<file path="src/rtl/uart_frame_check_pkg.sv">
// Shared types for the UART receive path: frame-check FSM states and parity-type codes.
package uart_rx_pkg;

  typedef enum logic [2:0] {
    IDLE,
    START,
    DATA,
    PARITY,
    STOP1,
    STOP2
  } rx_state_t;

  localparam logic PAR_EVEN = 1'b0;
  localparam logic PAR_ODD  = 1'b1;

  // Bit counter must reach DATA_W itself, hence the +1.
  function automatic int bit_cnt_w(input int data_w);
    return $clog2(data_w + 1);
  endfunction

endpackage

</file>
<file path="src/rtl/uart_frame_check_if.sv">
// Bus between the oversampler/host side (master) and the frame checker (slave).
// Counter signals exist only when UART_ERR_CNT_EN is defined.
interface uart_frame_check_if #(
  parameter int DATA_W = 8,
  parameter int CNT_W  = 8
);

  logic              bit_vld;
  logic              sampled_bit;
  logic              par_en;
  logic              par_typ;
  logic              frame_abort;
  logic [DATA_W-1:0] data_out;
  logic              data_vld;
  logic              par_err;
  logic              stop_err;
  logic              start_glitch;
  logic              busy;
`ifdef UART_ERR_CNT_EN
  logic              cnt_clr;
  logic [CNT_W-1:0]  par_err_cnt;
  logic [CNT_W-1:0]  stop_err_cnt;
`else
  logic [CNT_W-1:0]  w_unused_cnt_w;
  assign w_unused_cnt_w = '0;
`endif

  modport master (
    output bit_vld, sampled_bit, par_en, par_typ, frame_abort,
    input  data_out, data_vld, par_err, stop_err, start_glitch, busy
`ifdef UART_ERR_CNT_EN
    , output cnt_clr
    , input  par_err_cnt, stop_err_cnt
`endif
  );

  modport slave (
    input  bit_vld, sampled_bit, par_en, par_typ, frame_abort,
    output data_out, data_vld, par_err, stop_err, start_glitch, busy
`ifdef UART_ERR_CNT_EN
    , input  cnt_clr
    , output par_err_cnt, stop_err_cnt
`endif
  );

endinterface

</file>
<file path="src/rtl/uart_frame_check_parity_calc.sv">
// Combinational parity of a data word; output is the parity bit the line should carry.
module uart_parity_calc
  import uart_rx_pkg::*;
#(
  parameter int DATA_W = 8
) (
  input  logic [DATA_W-1:0] i_data,
  input  logic              i_par_typ,
  output logic              o_par_bit
);

  logic [DATA_W:0] w_chain;

  assign w_chain[0] = 1'b0;

  generate
    for (genvar gi = 0; gi < DATA_W; gi++) begin : g_xor
      assign w_chain[gi+1] = w_chain[gi] ^ i_data[gi];
    end
  endgenerate

  assign o_par_bit = w_chain[DATA_W] ^ (i_par_typ == PAR_ODD);

endmodule

</file>
<file path="src/rtl/uart_frame_check.sv">
// UART frame checker: assembles start/data/parity/stop bits from bit_vld strobes and flags errors.
// Define UART_ERR_CNT_EN to add saturating parity/stop error counters and cnt_clr.
module uart_frame_check
  import uart_rx_pkg::*;
#(
  parameter int DATA_W    = 8,
  parameter int STOP_BITS = 1,
  parameter int CNT_W     = 8
) (
  input logic              clk,
  input logic              rst,
  uart_frame_check_if.slave bus
);

  localparam int BC_W = bit_cnt_w(DATA_W);

  rx_state_t         r_state;
  rx_state_t         w_state_next;
  logic [DATA_W-1:0] r_shift;
  logic [DATA_W-1:0] w_shift_next;
  logic [BC_W-1:0]   r_bit_cnt;
  logic [BC_W-1:0]   w_bit_cnt_next;
  logic              r_par_en;
  logic              w_par_en_next;
  logic              r_par_typ;
  logic              w_par_typ_next;
  logic              r_par_fail;
  logic              w_par_fail_next;
  logic              r_stop_fail;
  logic              w_stop_fail_next;
  logic [DATA_W-1:0] r_data_out;
  logic [DATA_W-1:0] w_data_out_next;
  logic              r_par_err;
  logic              w_par_err_next;
  logic              r_stop_err;
  logic              w_stop_err_next;
  logic              r_data_vld;
  logic              w_data_vld_next;
  logic              r_glitch;
  logic              w_glitch_next;
  logic              w_done;
  logic              w_par_exp;
  logic              w_stop_fail_now;

  uart_parity_calc #(
    .DATA_W (DATA_W)
  ) u_parity_calc (
    .i_data    (r_shift),
    .i_par_typ (r_par_typ),
    .o_par_bit (w_par_exp)
  );

  // Includes the stop bit being sampled this cycle, so completion can report it without delay.
  assign w_stop_fail_now = r_stop_fail | ~bus.sampled_bit;

  always_ff @(posedge clk or negedge rst) begin
    if (!rst) begin
      r_state <= IDLE;
    end else begin
      r_state <= w_state_next;
    end
  end

  always_comb begin
    w_state_next     = r_state;
    w_shift_next     = r_shift;
    w_bit_cnt_next   = r_bit_cnt;
    w_par_en_next    = r_par_en;
    w_par_typ_next   = r_par_typ;
    w_par_fail_next  = r_par_fail;
    w_stop_fail_next = r_stop_fail;
    w_data_out_next  = r_data_out;
    w_par_err_next   = r_par_err;
    w_stop_err_next  = r_stop_err;
    w_data_vld_next  = 1'b0;
    w_glitch_next    = 1'b0;
    w_done           = 1'b0;

    if (bus.frame_abort) begin
      w_state_next = IDLE;
      // A frame aborted before its first data bit is reported as a false start.
      if (r_state == DATA && r_bit_cnt == '0) begin
        w_glitch_next = 1'b1;
      end
    end else begin
      case (r_state)
        IDLE: begin
          if (bus.bit_vld && !bus.sampled_bit) begin
            w_state_next = START;
          end
        end
        START: begin
          w_state_next     = DATA;
          w_bit_cnt_next   = '0;
          w_par_en_next    = bus.par_en;
          w_par_typ_next   = bus.par_typ;
          w_par_fail_next  = 1'b0;
          w_stop_fail_next = 1'b0;
        end
        DATA: begin
          if (bus.bit_vld) begin
            w_shift_next   = {bus.sampled_bit, r_shift[DATA_W-1:1]};
            w_bit_cnt_next = r_bit_cnt + 1'b1;
            if (r_bit_cnt == BC_W'(DATA_W - 1)) begin
              w_state_next = r_par_en ? PARITY : STOP1;
            end
          end
        end
        PARITY: begin
          if (bus.bit_vld) begin
            if (bus.sampled_bit != w_par_exp) begin
              w_par_fail_next = 1'b1;
            end
            w_state_next = STOP1;
          end
        end
        STOP1: begin
          if (bus.bit_vld) begin
            w_stop_fail_next = w_stop_fail_now;
            if (STOP_BITS == 2) begin
              w_state_next = STOP2;
            end else begin
              w_done = 1'b1;
            end
          end
        end
        STOP2: begin
          if (bus.bit_vld) begin
            w_stop_fail_next = w_stop_fail_now;
            w_done           = 1'b1;
          end
        end
        default: begin
          w_state_next = IDLE;
        end
      endcase
    end

    if (w_done) begin
      w_state_next    = IDLE;
      w_data_out_next = r_shift;
      w_par_err_next  = r_par_fail;
      w_stop_err_next = w_stop_fail_now;
      w_data_vld_next = ~r_par_fail & ~w_stop_fail_now;
    end
  end

  always_ff @(posedge clk or negedge rst) begin
    if (!rst) begin
      r_shift     <= '0;
      r_bit_cnt   <= '0;
      r_par_en    <= 1'b0;
      r_par_typ   <= PAR_EVEN;
      r_par_fail  <= 1'b0;
      r_stop_fail <= 1'b0;
      r_data_out  <= '0;
      r_par_err   <= 1'b0;
      r_stop_err  <= 1'b0;
      r_data_vld  <= 1'b0;
      r_glitch    <= 1'b0;
    end else begin
      r_shift     <= w_shift_next;
      r_bit_cnt   <= w_bit_cnt_next;
      r_par_en    <= w_par_en_next;
      r_par_typ   <= w_par_typ_next;
      r_par_fail  <= w_par_fail_next;
      r_stop_fail <= w_stop_fail_next;
      r_data_out  <= w_data_out_next;
      r_par_err   <= w_par_err_next;
      r_stop_err  <= w_stop_err_next;
      r_data_vld  <= w_data_vld_next;
      r_glitch    <= w_glitch_next;
    end
  end

  assign bus.data_out     = r_data_out;
  assign bus.data_vld     = r_data_vld;
  assign bus.par_err      = r_par_err;
  assign bus.stop_err     = r_stop_err;
  assign bus.start_glitch = r_glitch;
  assign bus.busy         = (r_state != IDLE);

`ifdef UART_ERR_CNT_EN
  logic [1:0] w_cnt_inc;

  assign w_cnt_inc[0] = w_done & r_par_fail;
  assign w_cnt_inc[1] = w_done & w_stop_fail_now;

  // Index 0 counts parity errors, index 1 stop errors; clear wins over increment.
  generate
    for (genvar gi = 0; gi < 2; gi++) begin : g_err_cnt
      logic [CNT_W-1:0] r_cnt;
      always_ff @(posedge clk or negedge rst) begin
        if (!rst) begin
          r_cnt <= '0;
        end else if (bus.cnt_clr) begin
          r_cnt <= '0;
        end else if (w_cnt_inc[gi] && (r_cnt != '1)) begin
          r_cnt <= r_cnt + 1'b1;
        end
      end
    end
  endgenerate

  assign bus.par_err_cnt  = g_err_cnt[0].r_cnt;
  assign bus.stop_err_cnt = g_err_cnt[1].r_cnt;
`else
  logic [CNT_W-1:0] w_unused_cnt;
  assign w_unused_cnt = '0;
`endif

endmodule

</file>
<file path="src/flat_wrapper.sv">
// flat-port wrapper written by rule: the top's interface ports become plain ports
module uart_frame_check_flat import uart_rx_pkg::*;
#(
  parameter int DATA_W    = 8,
  parameter int STOP_BITS = 1,
  parameter int CNT_W     = 8
)
  (clk, rst, bus_bit_vld, bus_sampled_bit, bus_par_en, bus_par_typ, bus_frame_abort, bus_data_out, bus_data_vld, bus_par_err, bus_stop_err, bus_start_glitch, bus_busy);
  uart_frame_check_if #(.DATA_W(DATA_W), .CNT_W(CNT_W)) bus_i ();
  input logic clk;
  input logic rst;
  input wire logic [$bits(bus_i.bit_vld)-1:0] bus_bit_vld;
  input wire logic [$bits(bus_i.sampled_bit)-1:0] bus_sampled_bit;
  input wire logic [$bits(bus_i.par_en)-1:0] bus_par_en;
  input wire logic [$bits(bus_i.par_typ)-1:0] bus_par_typ;
  input wire logic [$bits(bus_i.frame_abort)-1:0] bus_frame_abort;
  output wire logic [$bits(bus_i.data_out)-1:0] bus_data_out;
  output wire logic [$bits(bus_i.data_vld)-1:0] bus_data_vld;
  output wire logic [$bits(bus_i.par_err)-1:0] bus_par_err;
  output wire logic [$bits(bus_i.stop_err)-1:0] bus_stop_err;
  output wire logic [$bits(bus_i.start_glitch)-1:0] bus_start_glitch;
  output wire logic [$bits(bus_i.busy)-1:0] bus_busy;
  assign bus_i.bit_vld = bus_bit_vld;
  assign bus_i.sampled_bit = bus_sampled_bit;
  assign bus_i.par_en = bus_par_en;
  assign bus_i.par_typ = bus_par_typ;
  assign bus_i.frame_abort = bus_frame_abort;
  assign bus_data_out = bus_i.data_out;
  assign bus_data_vld = bus_i.data_vld;
  assign bus_par_err = bus_i.par_err;
  assign bus_stop_err = bus_i.stop_err;
  assign bus_start_glitch = bus_i.start_glitch;
  assign bus_busy = bus_i.busy;
  uart_frame_check #(.DATA_W(DATA_W), .STOP_BITS(STOP_BITS), .CNT_W(CNT_W)) u_core (.clk(clk), .rst(rst), .bus(bus_i));
endmodule
</file>
<file path="config.mk">
export PLATFORM = sky130hd
export DESIGN_NAME = uart_frame_check_flat
export DESIGN_NICKNAME = d
export VERILOG_FILES = /design/src/rtl/uart_frame_check_pkg.sv /design/src/rtl/uart_frame_check_if.sv /design/src/rtl/uart_frame_check_parity_calc.sv /design/src/rtl/uart_frame_check.sv /design/src/flat_wrapper.sv
export SDC_FILE = /design/constraint.sdc
export NUM_CORES = 1
export LEC_CHECK = 0
export ABC_CLOCK_PERIOD_IN_PS = 1600
export BUFFER_PORTS_ARGS = -buffer_cell sky130_fd_sc_hd__buf_2
export CORE_UTILIZATION = 30
export DETAILED_ROUTE_END_ITERATION = 8
export HOLD_SLACK_MARGIN = 0.12
export SETUP_SLACK_MARGIN = 0.15
export SKIP_CTS_REPAIR_TIMING = 1
export SLEW_MARGIN = 20
export SYNTH_ARGS = -nofsm -noshare
export SYNTH_HDL_FRONTEND = slang
export SYNTH_SLANG_ARGS = --single-unit
</file>
<file path="constraint.sdc">
create_clock -name clk -period 1.6 [get_ports clk]
set_input_delay 0.16 -clock clk [delete_from_list [all_inputs] [get_ports clk]]
set_output_delay 0.16 -clock clk [all_outputs]
set_load 0.005 [all_outputs]
</file>
==> flow_summary_export.csv, run 1 <==
group,metric,value,unit
logic_synthesis,synth_top_area_share,50.7,%
critical_path,worst-r2r-cell-count,5,
timing,worst_pin_slew,0.688,ns
layout,stdcell_count,226,
timing,rsz0062_at_grt,"true",
logic_synthesis,ys_top_cells_by_count,"dfrtp_1 (31), mux2_1 (8), nand2_1 (8), xnor2_1 (7), inv_1 (6)",
placement,port_buffers,19,
grt,gr-usage-met1,13.3,%
critical_path,start_kind,"flip-flop",
grt,grt_usage,11.8,%
critical_path,cp_max_fo,4,
layout,nFillCells,472,
logic_synthesis,ys_warn_count,0,
route,drt_iter0_drc,29,
critical_path,rrSetupSlack,0.13,ns
hold_path,hold_class,"in2reg",
critical_path,crit_chain,"buf_4 -> nor2_2 -> o21ai_0 -> or3b_1 -> a21oi_2",
route,wl_per_cell,12.4,um
cts,numCtsBuffers,5,
timing,setup_viol,0,
layout,fin_nets,167,
power,power_density,1520,mW/mm2
route,ant_nets,0,
cts,clock-root-buffer,"clkbuf_8",
logic_synthesis,syn-num-nets,130,
critical_path,endpoint_kind,"flip-flop",
cts,cts_tree,"built",
critical_path,endpoint,"u_core.r_state[0]",
floorplan,rows,25,
floorplan,pin_count,20,
placement,place.gp.congestion,0.769,
route,routed_wl,2.80,mm
critical_path,critPathKind,"reg2reg",
placement,placed_cells,209,
critical_path,slowest_delay,0.45,ns
grt,grtUsageMet3,3.29,%
logic_synthesis,synthArstFlopShare,100,%
cts,clk_latency,0.28,ns
logic_synthesis,synth_area_leaders,"dfrtp_1 (51%), mux2_1 (5.9%), mux2_4 (4.9%)",
layout,regArea,777,um2
critical_path,worst_path_max_delay_cell,"dfrtp_1",
timing,fmax,682,MHz
job,drv_cap,0,
power,fin_total_pwr,2.96,mW
floorplan,start_util,31.8,%
logic_synthesis,yosys.area.top_type,"dfrtp_1",
grt,antenna_found_initial,0,
timing,finalWorstPathRequiredPeriod,1.47,ns
placement,dp_hpwl,1.95,mm
timing,period_share,91.7,%
logic_synthesis,synth.cell_area,0.00153,mm2
timing,hold_viol,0,
critical_path,critPathArrivalTime,1.68,ns
logic_synthesis,yosysUniqueCellTypes,40,
floorplan,die_w,73.5,um
critical_path,crit_family,"simple AND/OR/NAND/NOR gates",
cts,path_clk_slew,0.07,ns
run_status,status,"complete, no violations",
logic_synthesis,syn_avg_cell_area,12.7,um2
floorplan,die-area,0.00539,mm2
critical_path,rr_startpoint,"u_core.r_state[0]",
layout,multi_input_area,736,um2
route,drt-vias-per-instance,4.47,
power,max-vdd-ir-drop,520,uV
grt,grt_pass1_wl,4.66,mm
grt,grt-ovfl-total,0,
timing,holdWs,0.138,ns
route,num_vias,1010,
logic_synthesis,synth_flop_cell,"dfrtp_1",
critical_path,crit_buf_inv,1,
floorplan,core-area,0.00482,mm2
timing,slew-limit-headroom,54.2,%
route,first_pass_iters,5,
layout,area_growth,27.1,%
timing,skew,0.00529,ns
timing,slew_violations,0,
layout,drive_gt1_share,42.1,%
logic_synthesis,synth_edf_count,0,
logic_synthesis,synth-seq-cells,31,
cts,cts_buffer_depth,2,
grt,grt.busiest_layer,"met2",
cts,cts_sinks,31,
layout,diodes,0,
cts,ctsHtreeMaxLevel,2,
floorplan,die_h,73.5,um
logic_synthesis,synth.most_common_cell,"dfrtp_1",
critical_path,crit_required,1.82,ns
critical_path,critPathLaunch,"u_core.r_state[0]",
grt,use_met2,19.5,%
critical_path,worstReg2RegEnd,"u_core.r_state[0]",
grt,grt_pass1_vias,1024,
logic_synthesis,synthCells,121,
timing,tns,0,ns
route,drc,0,
logic_synthesis,yosysSeqAreaShare,50.7,%
grt,grt_max_degree,32,
critical_path,path_depth,5,
power,p_leak,0.961,nW
==> flip-flops by register name, summed over array words and instances, names as in the netlist <==
name / cells
u_core.r_par_fail: 1
u_core.bus.data_out: 8
u_core.r_par_typ: 1
u_core.bus.stop_err: 1
u_core.r_state: 3
u_core.r_par_en: 1
u_core.bus.start_glitch: 1
u_core.r_bit_cnt: 4
u_core.bus.data_vld: 1
u_core.r_shift: 8
u_core.r_stop_fail: 1
u_core.bus.par_err: 1
==> worst min path at each step <==
stage | from | end | slack, ns | cells after the start
2_1_floorplan | rst | u_core.bus.data_out[0] | -0.14 | 0
3_3_place_gp | rst | u_core.r_par_en | 0.25 | 1
3_5_place_dp | rst | u_core.r_par_en | 0.26 | 1
4_1_cts | rst | u_core.r_state[2] | -0.05 | 1
5_1_grt | bus_frame_abort | u_core.r_state[0] | 0.15 | 2
6_report | bus_frame_abort | u_core.r_state[0] | 0.14 | 2
==> kinds of logic after synthesis <==
logic type | share of synthesized area, %
muxes | 13.0
buffers and inverters | 3.92
and+or+nand+nor | 15.3
adders and majority gates | 1.63
AOI/OAI and AO/OA | 8.91
DFF | 50.7
xor gates and xnor gates | 6.62
==> area by class of cell <==
class	count	share of cell area, %
tap	67	4.31
multi-input combinational	80	37.8
timing repair buffer	33	11.3
clock inverter	1	0.386
clock buffer	7	4.95
inverter	7	1.35
sequential	31	39.9
==> power breakdown <==
| part | total, mW | switching [mW] | internal, mW |
|---|---|---|---|
| clock | 0.683 | 0.292 | 0.391 |
| sequential | 1.14 | 0.176 | 0.966 |
| combinational | 1.14 | 0.513 | 0.623 |
| total | 2.96 | 0.982 | 1.98 |
==> per-layer routing <==
| layer | vias to the layer above | wire length, um |
|---|---|---|
| met3 | 5 | 87 |
| met2 | 17 | 1400 |
| met1 | 492 | 1270 |
| met4 | 0 | 49 |
| met5 | - | 0 |
| li1 | 496 | - |
==> through the flow <==
stage	area (um2)	util [%]	worst slack, ns
finish	1950	40.4	0.133
global route	1950	40.4	0.0569
CTS	1830	38.0	0.0841
detailed placement	1730	35.8	0.0980
global placement	1730	35.8	0.114
floorplan	1530	-	0.216
==> worst register-to-register path, stage by stage, from the launching register on <==
cell	delay, ns
dfrtp_1	0.45
buf_4	0.19
nor2_2	0.15
o21ai_0	0.10
or3b_1	0.39
a21oi_2	0.12
==> cells in the final DEF (no fill, tap or decap), drive strengths merged, types with 2 or more instances in the layout <==
| master | count |
|---|---|
| nor3b | 2 |
| nand2 | 9 |
| nand3 | 4 |
| buf | 30 |
| clkbuf | 7 |
| ha | 2 |
| nor3 | 3 |
| xor2 | 2 |
| a21oi | 4 |
| or3b | 2 |
| o21ai | 7 |
| nor2 | 5 |
| dlygate4sd3 | 3 |
| mux2 | 16 |
| nand2b | 3 |
| inv | 7 |
| dfrtp | 31 |
| xnor2 | 7 |
| o31ai | 2 |
(Power assumes the default switching activity.)
==> inputs of run 2 (changes only) <==
--- a/config.mk
+++ b/config.mk
@@ -7,12 +7,16 @@
 export LEC_CHECK = 0
 export ABC_CLOCK_PERIOD_IN_PS = 1600
 export BUFFER_PORTS_ARGS = -buffer_cell sky130_fd_sc_hd__buf_2
+export CELL_PAD_IN_SITES_DETAIL_PLACEMENT = 0
+export CELL_PAD_IN_SITES_GLOBAL_PLACEMENT = 1
 export CORE_UTILIZATION = 30
 export DETAILED_ROUTE_END_ITERATION = 8
 export HOLD_SLACK_MARGIN = 0.12
+export PLACE_DENSITY_LB_ADDON = 0.1
 export SETUP_SLACK_MARGIN = 0.15
 export SKIP_CTS_REPAIR_TIMING = 1
 export SLEW_MARGIN = 20
 export SYNTH_ARGS = -nofsm -noshare
 export SYNTH_HDL_FRONTEND = slang
+export SYNTH_HIERARCHICAL = 1
 export SYNTH_SLANG_ARGS = --single-unit
==> run 2 against run 1 <==
  * The flow now finishes with violations (setup timing)
  * Worst setup slack got worse by 0.20 ns
  * Utilization increased by 1.3 points
  * Hold slack better by 0.064 ns
  * Non-clock buffer count up 4
  * Routed wire length up 12%
  * Cell count increased by 0.44%
  * Register-to-register slack worse by 0.20 ns
  * Total power shrank 19%
  * Critical path type unchanged
  * Largest cell class unchanged
==> flow_summary_export.csv, run 2 <==
group,metric,value,unit
critical_path,crit_required,1.76,ns
layout,area_growth,32.2,%
power,combPwrFrac,26.1,%
timing,slew_violations,0,
cts,clock-root-buffer,"clkbuf_8",
placement,port_buffers,19,
timing,skew,0.00635,ns
power,switchingPower,635,uW
floorplan,rows,25,
logic_synthesis,syn_avg_cell_area,12.3,um2
placement,dp_hpwl,2.20,mm
logic_synthesis,synth-seq-cells,31,
logic_synthesis,ys_warn_count,6,
placement,place_ws,-0.122,ns
route,drc,0,
logic_synthesis,synth.cell_area,0.00151,mm2
timing,hold_viol,0,
critical_path,start_kind,"flip-flop",
route,drt_iter0_drc,60,
cts,cts_buffer_depth,2,
logic_synthesis,yosysSeqAreaShare,51.3,%
hold_path,hold_class,"in2reg",
power,p_leak,0.975,nW
grt,grt_max_degree,32,
route,drt-vias-per-instance,4.56,
run_status,status,"complete, but fails checks",
grt,antenna_found_initial,0,
logic_synthesis,syn-num-nets,132,
logic_synthesis,synthCells,123,
layout,diodes,0,
timing,tns,-0.0667,ns
placement,place.gp.congestion,0.769,
layout,final_cell_mix,"dfrtp_1 (30), buf_2 (19), buf_4 (13)",
cts,numCtsBuffers,5,
layout,regArea,777,um2
cts,cts_sinks,31,
critical_path,endpoint_kind,"flip-flop",
logic_synthesis,yosysUniqueCellTypes,36,
logic_synthesis,synth_edf_count,0,
layout,drive_gt1_share,45.0,%
timing,finalWorstSetupSlack,-0.0667,ns
logic_synthesis,yosys.area.top_type,"dfrtp_1",
timing,rsz0062_at_grt,"true",
job,drv_cap,0,
logic_synthesis,synth_top_area_share,51.3,%
floorplan,start_util,31.6,%
power,fin_total_pwr,2.40,mW
layout,layout_commonest_cell,"dfrtp_1",
grt,grt_pass1_vias,1097,
logic_synthesis,synth_area_leaders,"dfrtp_1 (51%), mux2_2 (14%), xnor2_1 (2.3%)",
route,routed_wl,3.13,mm
critical_path,worst-r2r-cell-count,6,
grt,grt_pass1_wl,5.30,mm
route,first_pass_iters,4,
logic_synthesis,synth.most_common_cell,"dfrtp_1",
route,ant_nets,0,
power,switching_share,26.4,%
layout,nFillCells,450,
cts,cts_tree,"built",
logic_synthesis,synth_flop_cell,"dfrtp_1",
timing,slew-limit-headroom,72.6,%
timing,fmax,600,MHz
floorplan,die_h,73.0,um
layout,stdcell_count,227,
route,wl_per_cell,13.8,um
floorplan,die_w,73.0,um
timing,period_share,104,%
cts,clk_latency,0.28,ns
floorplan,pin_count,20,
power,max-vdd-ir-drop,483,uV
power,pwr-share-clk,33.0,%
placement,placed_cells,214,
layout,fin_util,41.8,%
floorplan,core-area,0.00479,mm2
layout,multi_input_area,747,um2
floorplan,die-area,0.00533,mm2
critical_path,cp_max_fo,2,
power,seqPwrFrac,40.8,%
logic_synthesis,synthArstFlopShare,100,%
run_status,failed_checks,"setup timing",
hold_path,hold_depth,2,
timing,setup_viol,1,
cts,path_clk_slew,0.07,ns
power,intPower,1.77,mW
power,power_density,1200,mW/mm2
cts,ctsHtreeMaxLevel,2,
critical_path,critPathKind,"reg2reg",
logic_synthesis,ys_top_cells_by_count,"dfrtp_1 (31), mux2_2 (19), nor2_1 (7), inv_1 (5), nand2_1 (5)",
timing,finalWorstPathRequiredPeriod,1.67,ns
layout,fin_nets,168,
grt,grt_usage,13.6,%
route,num_vias,1035,
grt,grt-ovfl-total,0,
critical_path,critPathArrivalTime,1.83,ns
timing,worst_pin_slew,0.411,ns
run 2: cell types whose count changed after synthesis, moves of 4 or more:
cell | before | now
o21ai_1 | 5 | 0
mux2_4 | 5 | 0
clkbuf_1 | 0 | 4
mux2_1 | 8 | 0
mux2_2 | 3 | 19
run 2: power by group through the flow:
stage          logic, mW  registers [mW]  clock network (mW)
2_1_floorplan      0.387           0.974                   0
3_5_place_dp       0.540           0.993                   0
3_3_place_gp       0.522           0.987                   0
6_report           0.628           0.980               0.793
4_1_cts            0.541           0.978               0.829
5_1_grt            0.691           0.994               0.864
run 2: area by class of cell:
class,instances,area share (%)
tap,67,4.20
inverter,5,0.939
clock inverter,2,1.75
sequential,31,38.9
timing repair buffer,37,12.7
clock buffer,6,4.13
multi-input combinational,79,37.4
run 2: path summary, 6_finish.rpt:
check                                   start                      end  slack (ns)
setup / recovery            u_core/r_shift[5]        u_core/r_par_fail       -0.07
hold / removal                bus_sampled_bit        u_core/r_shift[7]        0.20
setup reg to reg            u_core/r_shift[5]        u_core/r_par_fail       -0.07
hold reg to reg            u_core/r_stop_fail      u_core/bus.data_vld        0.46
max in group asynchronous                 rst        u_core/r_shift[4]        0.84
min in group asynchronous                 rst  u_core/bus.start_glitch        0.43
run 2: kinds of logic after synthesis:
group / count (synthesis) / share of synthesized area, %
DFF: 31 / 51.3
buffers and inverters: 13 / 4.39
adders and majority gates: 2 / 1.66
AOI/OAI and AO/OA: 13 / 5.63
xor gates and xnor gates: 9 / 6.62
muxes: 21 / 15.5
and+or+nand+nor: 34 / 14.9
run 2: worst max-delay path, stage by stage (launching register included):
cell	delay (ns)
dfrtp_1	0.41
xnor2_2	0.17
xnor3_1	0.45
xnor2_2	0.15
xor2_1	0.17
a41oi_2	0.13
nor2_1	0.07
run 2: per-layer routing:
| metal | vias up | track usage [%] | share of wire (%) |
|---|---|---|---|
| li1 | 501 | - | - |
| met4 | 0 | 5.66 | 0.83 |
| met5 | - | 0 | 0 |
| met2 | 15 | 22.1 | 48 |
| met3 | 2 | 4.42 | 2.9 |
| met1 | 517 | 16.6 | 48 |
run 2: through the flow:
step,area [um2],hold WS (ns)
2_1_floorplan,1530,-0.136
3_3_place_gp,1770,0.205
3_5_place_dp,1770,0.210
4_1_cts,1890,-0.0924
5_1_grt,2000,0.207
6_report,2000,0.202
==> inputs of run 3 (changes only) <==
--- a/config.mk
+++ b/config.mk
@@ -15,7 +15,7 @@
 export PLACE_DENSITY_LB_ADDON = 0.1
 export SETUP_SLACK_MARGIN = 0.15
 export SKIP_CTS_REPAIR_TIMING = 1
-export SLEW_MARGIN = 20
+export SLEW_MARGIN = 10
 export SYNTH_ARGS = -nofsm -noshare
 export SYNTH_HDL_FRONTEND = slang
 export SYNTH_HIERARCHICAL = 1
==> constraint.sdc (replaced) <==
create_clock -name clk -period 1.6 [get_ports clk]
set_input_delay 0.24 -clock clk [delete_from_list [all_inputs] [get_ports clk]]
set_output_delay 0.24 -clock clk [all_outputs]
set_load 0.005 [all_outputs]
==> run 3 against run 2 <==
  * The run still ends with setup timing left
  * Die area unchanged
  * Sequential share of layout area hardly changed
  * Clock power fell by 13%
  * Routed wire length up 5.5%
  * Hold slack gained 0.010 ns
  * Utilization down 0.052 points
  * Cell count up 0.88%
  * Non-clock buffer count rose by 2
  * Count of clock-buffer cells in the layout increased by 1
  * Via count rose by 1.4%
  * Register-to-register slack gained 0.04 ns
  * First-iteration DRC count grew 120%
==> flow_summary_export.csv, run 3 (synthesis results as in run 2) <==
group,metric,value,unit
critical_path,cpMostUsedCell,"xnor2_1",
critical_path,worst_path_max_delay_cell,"xnor3_1",
floorplan,core-area,0.00479,mm2
power,fin_total_pwr,2.25,mW
grt,grt_usage,13.6,%
cts,cts_tree,"built",
critical_path,critPathKind,"reg2reg",
timing,tns,-0.0240,ns
timing,finalWorstPathRequiredPeriod,1.62,ns
cts,clk_latency,0.28,ns
critical_path,slowest_delay,0.41,ns
route,drt-vias-per-instance,4.59,
job,drv_cap,0,
route,drc,0,
critical_path,cp_max_fo,2,
route,ant_nets,0,
layout,area_growth,32.0,%
grt,grt_pass1_wl,5.22,mm
critical_path,endpoint_kind,"flip-flop",
critical_path,start_kind,"flip-flop",
placement,dp_hpwl,2.17,mm
critical_path,crit_chain,"xnor2_1 -> xnor3_1 -> xnor2_1 -> xor2_1 -> a41oi_1 -> nor2_1",
timing,rsz0062_at_grt,"true",
cts,path_clk_slew,0.07,ns
hold_path,hold_class,"in2reg",
critical_path,critPathArrivalTime,1.79,ns
layout,fin_area,0.00200,mm2
cts,numCtsBuffers,5,
floorplan,start_util,31.6,%
floorplan,die_h,73.0,um
timing,hold_viol,0,
route,drt_iter0_drc,133,
run_status,failed_checks,"setup timing",
route,routed_wl,3.30,mm
critical_path,crit_required,1.77,ns
timing,setup_viol,1,
power,power_density,1130,mW/mm2
floorplan,pin_count,20,
placement,port_buffers,19,
timing,slew_violations,0,
layout,nFillCells,469,
placement,place_area,0.00178,mm2
timing,skew,0.00440,ns
power,max-vdd-ir-drop,504,uV
cts,ctsHtreeMaxLevel,2,
route,wl_per_cell,14.4,um
timing,slew-limit-headroom,73.0,%
timing,finalWorstSetupSlack,-0.0240,ns
layout,fin_nets,170,
critical_path,crit_buf_inv,0,
cts,clock-root-buffer,"clkbuf_8",
layout,layout_commonest_cell,"dfrtp_1",
placement,place.gp.congestion,0.811,
route,num_vias,1050,
floorplan,die-area,0.00533,mm2
layout,drive_gt1_share,43.8,%
power,p_leak,0.969,nW
timing,fmax,616,MHz
run_status,status,"complete, but fails checks",
cts,cts_buffer_depth,2,
grt,grt_pass1_vias,1035,
grt,antenna_found_initial,0,
critical_path,rrSetupSlack,-0.02,ns
critical_path,crit_family,"XOR/XNOR gates",
route,first_pass_iters,4,
grt,grt_max_degree,32,
layout,final_cell_mix,"dfrtp_1 (31), buf_2 (19), buf_4 (16)",
placement,place_ws,-0.0275,ns
floorplan,rows,25,
cts,cts_sinks,31,
layout,diodes,0,
grt,grt-ovfl-total,0,
floorplan,die_w,73.0,um
timing,period_share,102,%
timing,worst_pin_slew,0.405,ns
-- run 3: layout make-up --
type                            count  area [um2]  area share, %
Sequential cell                    31         776           38.9
Multi-Input combinational cell     79         737           36.9
Timing Repair Buffer               39         277           13.9
Clock buffer                        7        96.3           4.83
Tap cell                           67        83.8           4.20
Inverter                            5        18.8          0.940
Clock inverter                      1        7.51          0.376
-- run 3: final timing paths --
check,from,to,cells past startpoint
worst max-delay path,u_core/r_shift[7],u_core/r_par_fail,6
worst min-delay path,bus_par_en,u_core/r_par_en,2
worst max register to register,u_core/r_shift[7],u_core/r_par_fail,6
worst min register to register,u_core/r_stop_fail,u_core/bus.data_vld,1
max in group asynchronous,rst,u_core/r_state[2],3
min in group asynchronous,rst,u_core/bus.data_out[0],3
-- run 3: report_power, final --
part           internal, mW  total (mW)  switching [mW]  leakage (nW)
clock                 0.391       0.691           0.300        0.0505
combinational         0.352       0.582           0.230         0.502
sequential            0.883       0.981          0.0974         0.417
total                  1.63        2.25           0.627         0.969
-- run 3: per-layer routing --
layer  vias up  track usage, %  share of wire (%)
li1        507               -                  -
met1       514            18.2                 49
met2        22            19.1                 44
met3         7            4.56                4.8
met4         0            7.41                1.8
met5         -               0                  0
-- run 3: per-stage QoR --
step / hold WS [ns] / util [%] / std cells
2_1_floorplan: -0.0556 / - / 123
3_3_place_gp: 0.282 / 37.1 / 215
3_5_place_dp: 0.297 / 37.1 / 215
4_1_cts: -0.0221 / 39.3 / 223
5_1_grt: 0.190 / 41.7 / 229
6_report: 0.212 / 41.7 / 229
